### src/rtl/dff_mem_cmd_seq_if.sv
// Bus bundle between the command sequencer and its environment:
// the byte command stream in, the read-back stream out, and the memory port.
interface dff_mem_cmd_seq_if #(
   parameter int ADDR_BITS = 4,
   parameter int DATA_W    = 8
);
   logic [DATA_W-1:0]    in_data;
   logic                 in_valid;
   logic                 in_ready;
   logic [DATA_W-1:0]    out_data;
   logic                 out_valid;
   logic                 out_ready;
   logic [ADDR_BITS-1:0] mem_addr;
   logic                 mem_wr_en;
   logic                 mem_rd_en;
   logic [DATA_W-1:0]    mem_wdata;
   logic [DATA_W-1:0]    mem_rdata;
   logic                 busy;
   logic                 err;
   logic [2:0]           state_dbg;

   // Sequencer side.
   modport master (
      input  in_data, in_valid, out_ready, mem_rdata,
      output in_ready, out_data, out_valid, mem_addr, mem_wr_en, mem_rd_en,
             mem_wdata, busy, err, state_dbg
   );

   // Environment side: stream source/sink and the memory.
   modport slave (
      output in_data, in_valid, out_ready, mem_rdata,
      input  in_ready, out_data, out_valid, mem_addr, mem_wr_en, mem_rd_en,
             mem_wdata, busy, err, state_dbg
   );
endinterface

### src/rtl/dff_mem_cmd_seq.sv
// Byte-stream command sequencer driving a 16-byte DFF register-file memory:
// decodes WRITE/READ/NOP bursts and returns read bytes on a valid/ready stream.
module dff_mem_cmd_seq #(
   parameter int ADDR_BITS = 4,
   parameter int DATA_W    = 8
) (
   input logic                clk,
   input logic                rst,
   dff_mem_cmd_seq_if.master  bus
);
   // Both streams use the same rule: a byte moves on a rising edge where
   // valid && ready; valid, once raised, holds with stable data until then.

   typedef enum logic [2:0] {
      IDLE   = 3'd0,
      WDATA  = 3'd1,
      RD_MEM = 3'd2,
      RD_CAP = 3'd3,
      RD_OUT = 3'd4
   } state_t;

   localparam logic [1:0] OP_NOP   = 2'b00;
   localparam logic [1:0] OP_READ  = 2'b01;
   localparam logic [1:0] OP_WRITE = 2'b10;

   state_t               state;
   logic [ADDR_BITS-1:0] addr;
   logic [1:0]           count;    // bytes remaining after the current one
   logic [ADDR_BITS-1:0] addr_nxt;
   logic [1:0]           op;

   assign addr_nxt      = addr + ADDR_BITS'(1);
   assign op            = bus.in_data[7:6];
   assign bus.in_ready  = (state == IDLE) || (state == WDATA);
   assign bus.busy      = (state != IDLE);
   assign bus.state_dbg = state;

   always_ff @(posedge clk or posedge rst) begin
      if (rst) begin
         state         <= IDLE;
         addr          <= '0;
         count         <= '0;
         bus.mem_addr  <= '0;
         bus.mem_wr_en <= 1'b0;
         bus.mem_rd_en <= 1'b0;
         bus.mem_wdata <= '0;
         bus.out_data  <= '0;
         bus.out_valid <= 1'b0;
         bus.err       <= 1'b0;
      end else begin
         bus.mem_wr_en <= 1'b0;
         bus.err       <= 1'b0;
         case (state)
            IDLE: begin
               if (bus.in_valid) begin
                  addr  <= bus.in_data[ADDR_BITS-1:0];
                  count <= bus.in_data[5:4];
                  case (op)
                     OP_WRITE: state <= WDATA;
                     OP_READ: begin
                        bus.mem_rd_en <= 1'b1;
                        bus.mem_addr  <= bus.in_data[ADDR_BITS-1:0];
                        state         <= RD_MEM;
                     end
                     OP_NOP:  state <= IDLE;
                     default: bus.err <= 1'b1;
                  endcase
               end
            end
            WDATA: begin
               if (bus.in_valid) begin
                  bus.mem_wr_en <= 1'b1;
                  bus.mem_addr  <= addr;
                  bus.mem_wdata <= bus.in_data;
                  addr          <= addr_nxt;
                  if (count == 2'd0) state <= IDLE;
                  else               count <= count - 2'd1;
               end
            end
            RD_MEM: begin
               bus.mem_rd_en <= 1'b0;
               state         <= RD_CAP;
            end
            RD_CAP: begin
               // Memory read data is registered, so it is valid one cycle after the strobe.
               bus.out_data  <= bus.mem_rdata;
               bus.out_valid <= 1'b1;
               state         <= RD_OUT;
            end
            RD_OUT: begin
               if (bus.out_ready) begin
                  bus.out_valid <= 1'b0;
                  if (count != 2'd0) begin
                     count         <= count - 2'd1;
                     addr          <= addr_nxt;
                     bus.mem_rd_en <= 1'b1;
                     bus.mem_addr  <= addr_nxt;
                     state         <= RD_MEM;
                  end else begin
                     state <= IDLE;
                  end
               end
            end
            default: state <= IDLE;
         endcase
      end
   end
endmodule

### src/flat_wrapper.sv
// flat-port wrapper written by rule: the top's interface ports become plain ports
module dff_mem_cmd_seq_flat 
#(
   parameter int ADDR_BITS = 4,
   parameter int DATA_W    = 8
)
  (clk, rst, bus_in_data, bus_in_valid, bus_out_ready, bus_mem_rdata, bus_in_ready, bus_out_data, bus_out_valid, bus_mem_addr, bus_mem_wr_en, bus_mem_rd_en, bus_mem_wdata, bus_busy, bus_err, bus_state_dbg);
  dff_mem_cmd_seq_if #(.ADDR_BITS(ADDR_BITS), .DATA_W(DATA_W)) bus_i ();
  input logic clk;
  input logic rst;
  input wire logic [$bits(bus_i.in_data)-1:0] bus_in_data;
  input wire logic [$bits(bus_i.in_valid)-1:0] bus_in_valid;
  input wire logic [$bits(bus_i.out_ready)-1:0] bus_out_ready;
  input wire logic [$bits(bus_i.mem_rdata)-1:0] bus_mem_rdata;
  output wire logic [$bits(bus_i.in_ready)-1:0] bus_in_ready;
  output wire logic [$bits(bus_i.out_data)-1:0] bus_out_data;
  output wire logic [$bits(bus_i.out_valid)-1:0] bus_out_valid;
  output wire logic [$bits(bus_i.mem_addr)-1:0] bus_mem_addr;
  output wire logic [$bits(bus_i.mem_wr_en)-1:0] bus_mem_wr_en;
  output wire logic [$bits(bus_i.mem_rd_en)-1:0] bus_mem_rd_en;
  output wire logic [$bits(bus_i.mem_wdata)-1:0] bus_mem_wdata;
  output wire logic [$bits(bus_i.busy)-1:0] bus_busy;
  output wire logic [$bits(bus_i.err)-1:0] bus_err;
  output wire logic [$bits(bus_i.state_dbg)-1:0] bus_state_dbg;
  assign bus_i.in_data = bus_in_data;
  assign bus_i.in_valid = bus_in_valid;
  assign bus_i.out_ready = bus_out_ready;
  assign bus_i.mem_rdata = bus_mem_rdata;
  assign bus_in_ready = bus_i.in_ready;
  assign bus_out_data = bus_i.out_data;
  assign bus_out_valid = bus_i.out_valid;
  assign bus_mem_addr = bus_i.mem_addr;
  assign bus_mem_wr_en = bus_i.mem_wr_en;
  assign bus_mem_rd_en = bus_i.mem_rd_en;
  assign bus_mem_wdata = bus_i.mem_wdata;
  assign bus_busy = bus_i.busy;
  assign bus_err = bus_i.err;
  assign bus_state_dbg = bus_i.state_dbg;
  dff_mem_cmd_seq #(.ADDR_BITS(ADDR_BITS), .DATA_W(DATA_W)) u_core (.clk(clk), .rst(rst), .bus(bus_i));
endmodule
### config.mk
export PLATFORM = sky130hd
export DESIGN_NAME = dff_mem_cmd_seq_flat
export DESIGN_NICKNAME = d
export VERILOG_FILES = /design/src/rtl/dff_mem_cmd_seq_if.sv /design/src/rtl/dff_mem_cmd_seq.sv /design/src/flat_wrapper.sv
export SDC_FILE = /design/constraint.sdc
export NUM_CORES = 1
export LEC_CHECK = 0
export BUFFER_PORTS_ARGS = -buffer_cell sky130_fd_sc_hd__buf_2
export CORE_ASPECT_RATIO = 0.5
export CORE_MARGIN = 2
export CORE_UTILIZATION = 55
export CTS_CLUSTER_SIZE = 30
export DETAILED_ROUTE_END_ITERATION = 8
export PLACE_DENSITY = 0.93
export SYNTH_ARGS = -nofsm -noshare
export SYNTH_HDL_FRONTEND = slang
export SYNTH_SLANG_ARGS = --single-unit
### constraint.sdc
create_clock -name clk -period 4.29 [get_ports clk]
set_input_delay 0.858 -clock clk [delete_from_list [all_inputs] [get_ports clk]]
set_output_delay 0.858 -clock clk [all_outputs]
set_load 0.05 [all_outputs]
## Word-level counts from Yosys, hierarchy flattened

Cells that the tools add are included.

| operators by class | value |
|---|---|
| add/subtract/negate cells | 2 |
| equality and inequality tests | 14 |
| mux-type cells | 34 |
| reductions and logical operators | 17 |

Operators with widths:

| kind | count |
|---|---|
| $mux 4 | 7 |
| $pmux 4 s3 | 2 |
| $pmux 3 s5 | 1 |
| $reduce_and 5->1 | 3 |
| $mux 2 | 6 |
| $mux 3 | 4 |
| $ne 2x2->1 const B | 6 |
| $reduce_and 6->1 | 2 |
| $mux 1 | 10 |
| $pmux 3 s3 | 1 |
| $reduce_bool 3->1 | 3 |
| $eq 3x2->1 const B | 2 |
| $pmux 2 s3 | 1 |
| $add 4x1->4 const B | 1 |
| $logic_not 2->1 | 2 |
| $ne 4x4->1 const B | 1 |
| $reduce_and 2->1 | 2 |
| $reduce_bool 2->1 | 2 |
| $eq 3x1->1 const B | 1 |
| $eq 3x3->1 const B | 1 |
| $logic_not 3->1 | 1 |
| $pmux 1 s3 | 1 |
| $reduce_or 3->1 | 1 |
| $eq 2x1->1 const B | 1 |
| 5 further kinds | 5 |

| storage, ports and cells | value |
|---|---|
| bits in registers | 33 |
| input bits | 20 |
| output and inout port bits | 29 |
| word-level logic and storage cells | 77 |

## Logic depth before layout (Yosys ltp)

| depth | value |
|---|---|
| depth in word-level cells | 5 |
| mapped depth | 6 |

## Worst setup path after synthesis

OpenSTA, ideal clock, no wires.

| timing path | value |
|---|---|
| kind | reg-to-output |
| from | register u_core.state[1] (netlist: u_core.bus.state_dbg[1]) |
| to | output bus_in_ready |
| arrival | 1.656 ns |
| path slack | 1.776 ns |
| cell stages (with the launch flop) | 4 |
| path through | dfrtp_1 -> buf_2 -> buf_2 -> nor2_1 |

| on the way | value |
|---|---|
| cells in the longest elaborated chain, start to end | 2 |
| elaborated cells between the ends (all ways) | 3 |
| classes of those cells | 1 x eq/ne; 2 x reduce/logical |

Ends and longest elaborated chain:

| what | line | RTL |
|---|---|---|
| start, declared | dff_mem_cmd_seq.sv:26 | `state_t state;` |
| start signal, assigned | dff_mem_cmd_seq.sv:40 | `state <= IDLE;` |
| start signal, assigned | dff_mem_cmd_seq.sv:59 | `OP_WRITE: state <= WDATA;` |
| start signal, assigned | dff_mem_cmd_seq.sv:63 | `state <= RD_MEM;` |
| $eq 3x1->1 or $logic_not 3->1 (tied branches) | dff_mem_cmd_seq.sv:34 | `assign bus.in_ready = (state == IDLE) \|\| (state == WDATA);` |
| $logic_or 1x1->1 * | dff_mem_cmd_seq.sv:34 |  |
| end, declared | flat_wrapper.sv:15 | `output wire logic [$bits(bus_i.in_ready)-1:0] bus_in_ready;` |

Mark *: on every way between the ends. The rest lies on a longest branch, timed or not.

## Worst setup path in the final report

| timing path | value |
|---|---|
| from | register u_core.state[1] (netlist: u_core.bus.state_dbg[1]) |
| to | output bus_busy |

| on the way | value |
|---|---|
| cells in the longest elaborated chain, start to end | 1 |

Ends and longest elaborated chain:

| what | line | RTL |
|---|---|---|
| $reduce_bool 3->1 | dff_mem_cmd_seq.sv:35 | `assign bus.busy = (state != IDLE);` |
| end, declared | flat_wrapper.sv:22 | `output wire logic [$bits(bus_i.busy)-1:0] bus_busy;` |

Every way passes these cells.

==> reports/metrics.yaml <==
postCtsHoldBufs: 0
path_clk_slew_ps: 70
utilization_pct: 70.51
diodes: 0
cts_root_buffer: "clkbuf_8"
muxShareOfSynthArea_pct: 16.53
clock.fmax_ghz: 0.3953
period_minus_slack_ps: 2530
rr_endpoint: "u_core.addr[2]"
synth_adder_area_share_pct: 3.610
place_congestion: 0.8809
start_util_pct: 57.85
vias: 1494
synth_top_family_by_area: "multiplexers"
via_per_inst: 6.073
critPathSlowestCell: "dfrtp_1"
finalSetupTns_ps: 0
synth_cells: 155
cts_buffers: 5
hold_slack_ps: 481.4
clock_path_buffers: 2
routed_wl_mm: 4.323
crit_start: "u_core.bus.state_dbg[1]"
rsz0062_at_grt: "false"
critPathMaxFanout: 21
nNetsFinal: 230
antenna_left: 0
ys_ff_latch: 33
r2r_slack_ps: 2180
grt_max_degree: 34
die-area_um2: 3643
synth_top_area_share_pct: 47.65
start_kind: "flip-flop"
post-cts-setup-buffers: 0
grt_overflow_total: 0
num_io_pins: 49
synth_xor_area_share_pct: 0
synth-edff-count: 0
yosysTopAreaCell: "dfrtp_1"
cp.required_ps: 3430
max_cap_viol_count: 0
grt_pass1_vias: 1422
netlist-cell-type-count: 45
worst_slew_margin_rel_pct: 55.25
finalHoldViolations: 0
syn_avg_cell_area_um2: 11.18
rows: 14
endpoint_kind: "output pin"
syn_to_final_growth_pct: 21.88
period_share_pct: 58.97
setup_viol: 0
cts_tree: "done"
async_flop_share_pct: 100.0
port_buffers: 48
final_common_cell: "buf_2"
cts_sinks: 33
layout-drive-gt1-share_pct: 36.89
die_y_um: 43.69
htree_levels: 2
worst_r2r_path_depth: 4
min_from: "u_core.bus.mem_wdata[7]"
seq_area_frac_synth_pct: 47.65
status: "complete, no violations"
critical_path_class: "flip-flop to output pin"
critPathBufInv: 1
hp-class: "flip-flop to flip-flop"
synthSimpleGateAreaFrac_pct: 11.70
core_area_um2: 2995
syn_area_um2: 1733
synthFlopType: "dfrtp_1"
fillers: 205
yosysWarnings: 0
design_area_um2: 2112
mostFrequentLayoutCells: "buf_2, dfrtp_1, mux2_2, inv_1, nand2_1"
max_stage_delay_ps: 780
hold_depth: 1
drt_iter0_drc: 169
grt_first_pass_wirelength_mm: 6.927
route.detailed.drc: 0
grt_usage_pct: 25.64
synth_nets: 180
finClkSkew_ps: 4.678
dp_hpwl_mm: 2.972
die_w_um: 83.38
r2r-start: "u_core.bus.state_dbg[2]"
final_max_slew_viol_count: 0
hold_path_end: "u_core.bus.mem_wdata[7]"
drt_pass1_iterations: 5
detail_route.wl_per_cell_um: 17.57
post_cts_resized: 0
tightest_slew_ps: 671.2
path_cells: "nor2_1, nand2_1, buf_2"
worstSkewPairLatency_ps: 300
antenna_found_initial: 0
dpl-instance-area_um2: 1992
synth_compound_area_share_pct: 15.45
crit_family: "flip-flops"
synthTopCellsByArea: "dfrtp_1, mux2_2, mux2_1"
arrival_ps: 1670
-- flip-flops by register name (all words and copies together), names as in the netlist --
signal / flops
u_core.bus.out_valid: 1
u_core.bus.mem_rd_en: 1
u_core.bus.mem_addr: 4
u_core.bus.mem_wr_en: 1
u_core.bus.mem_wdata: 8
u_core.bus.out_data: 8
u_core.bus.state_dbg: 3
u_core.addr: 4
u_core.count: 2
u_core.bus.err: 1
-- how the worst max path moves through the flow --
stage,cells past startpoint,end
detailed placement,6,u_core.bus.mem_addr[2]
CTS,3,bus_busy
finish,3,bus_busy
global route,3,bus_busy
global placement,3,bus_busy
floorplan,3,bus_in_ready
-- Yosys cell counts, types with 2 or more instances --
master and n:
inv_1 11, buf_2 4, or2_2 2, dfrtp_1 33, a21oi_1 6, a211oi_1 4
nor2_1 6, mux2_2 14, buf_6 2, o32ai_1 2, ha_1 5, o31ai_1 3
mux2_1 7, nand2_1 10, nand3_1 2, nand2b_1 5, a2bb2oi_1 2, o22ai_1 3
mux2i_1 5, o21ai_1 2, o21ai_0 3
-- area by class of cell --
class                           count  area (µm²)  area share, %
Clock buffer                        6       82.58          3.910
Clock inverter                      2       37.54          1.777
Inverter                           11       41.29          1.955
Multi-Input combinational cell    104       819.5          38.80
Sequential cell                    33       825.8          39.10
Tap cell                           40       50.05          2.370
Timing Repair Buffer               50       255.2          12.09
-- through the flow --
step | setup slack [ps] | std cells
floorplan | 1776 | 155
global placement | 2165 | 238
detailed placement | 2110 | 238
CTS | 1801 | 246
global route | 1693 | 246
finish | 1760 | 246
-- metal layers --
metal	share of wire (%)	global-route usage (%)
met1	40	31.49
met2	48	42.10
met3	7.9	7.619
met4	3.6	14.10
met5	0	0
-- cells by family (layout without fill, tap and decap cells) --
group	count (synthesis)	count (layout)
muxes	26	26
DFF	33	33
AOI/OAI and AO/OA	37	37
buffers and inverters	18	69
adders and majority gates	5	5
and+or+nand+nor	36	36
-- worst reg2reg max path: cells and delay by family (launching register included) --
kind,cells,cell delay (ps)
DFF,1,680
and+or+nand+nor,1,320
muxes,1,370
AOI/OAI and AO/OA,2,620
Power is left out: the tool's default activity adds up to more than one toggle a clock period on the data nets, which glitch-free logic cannot reach.
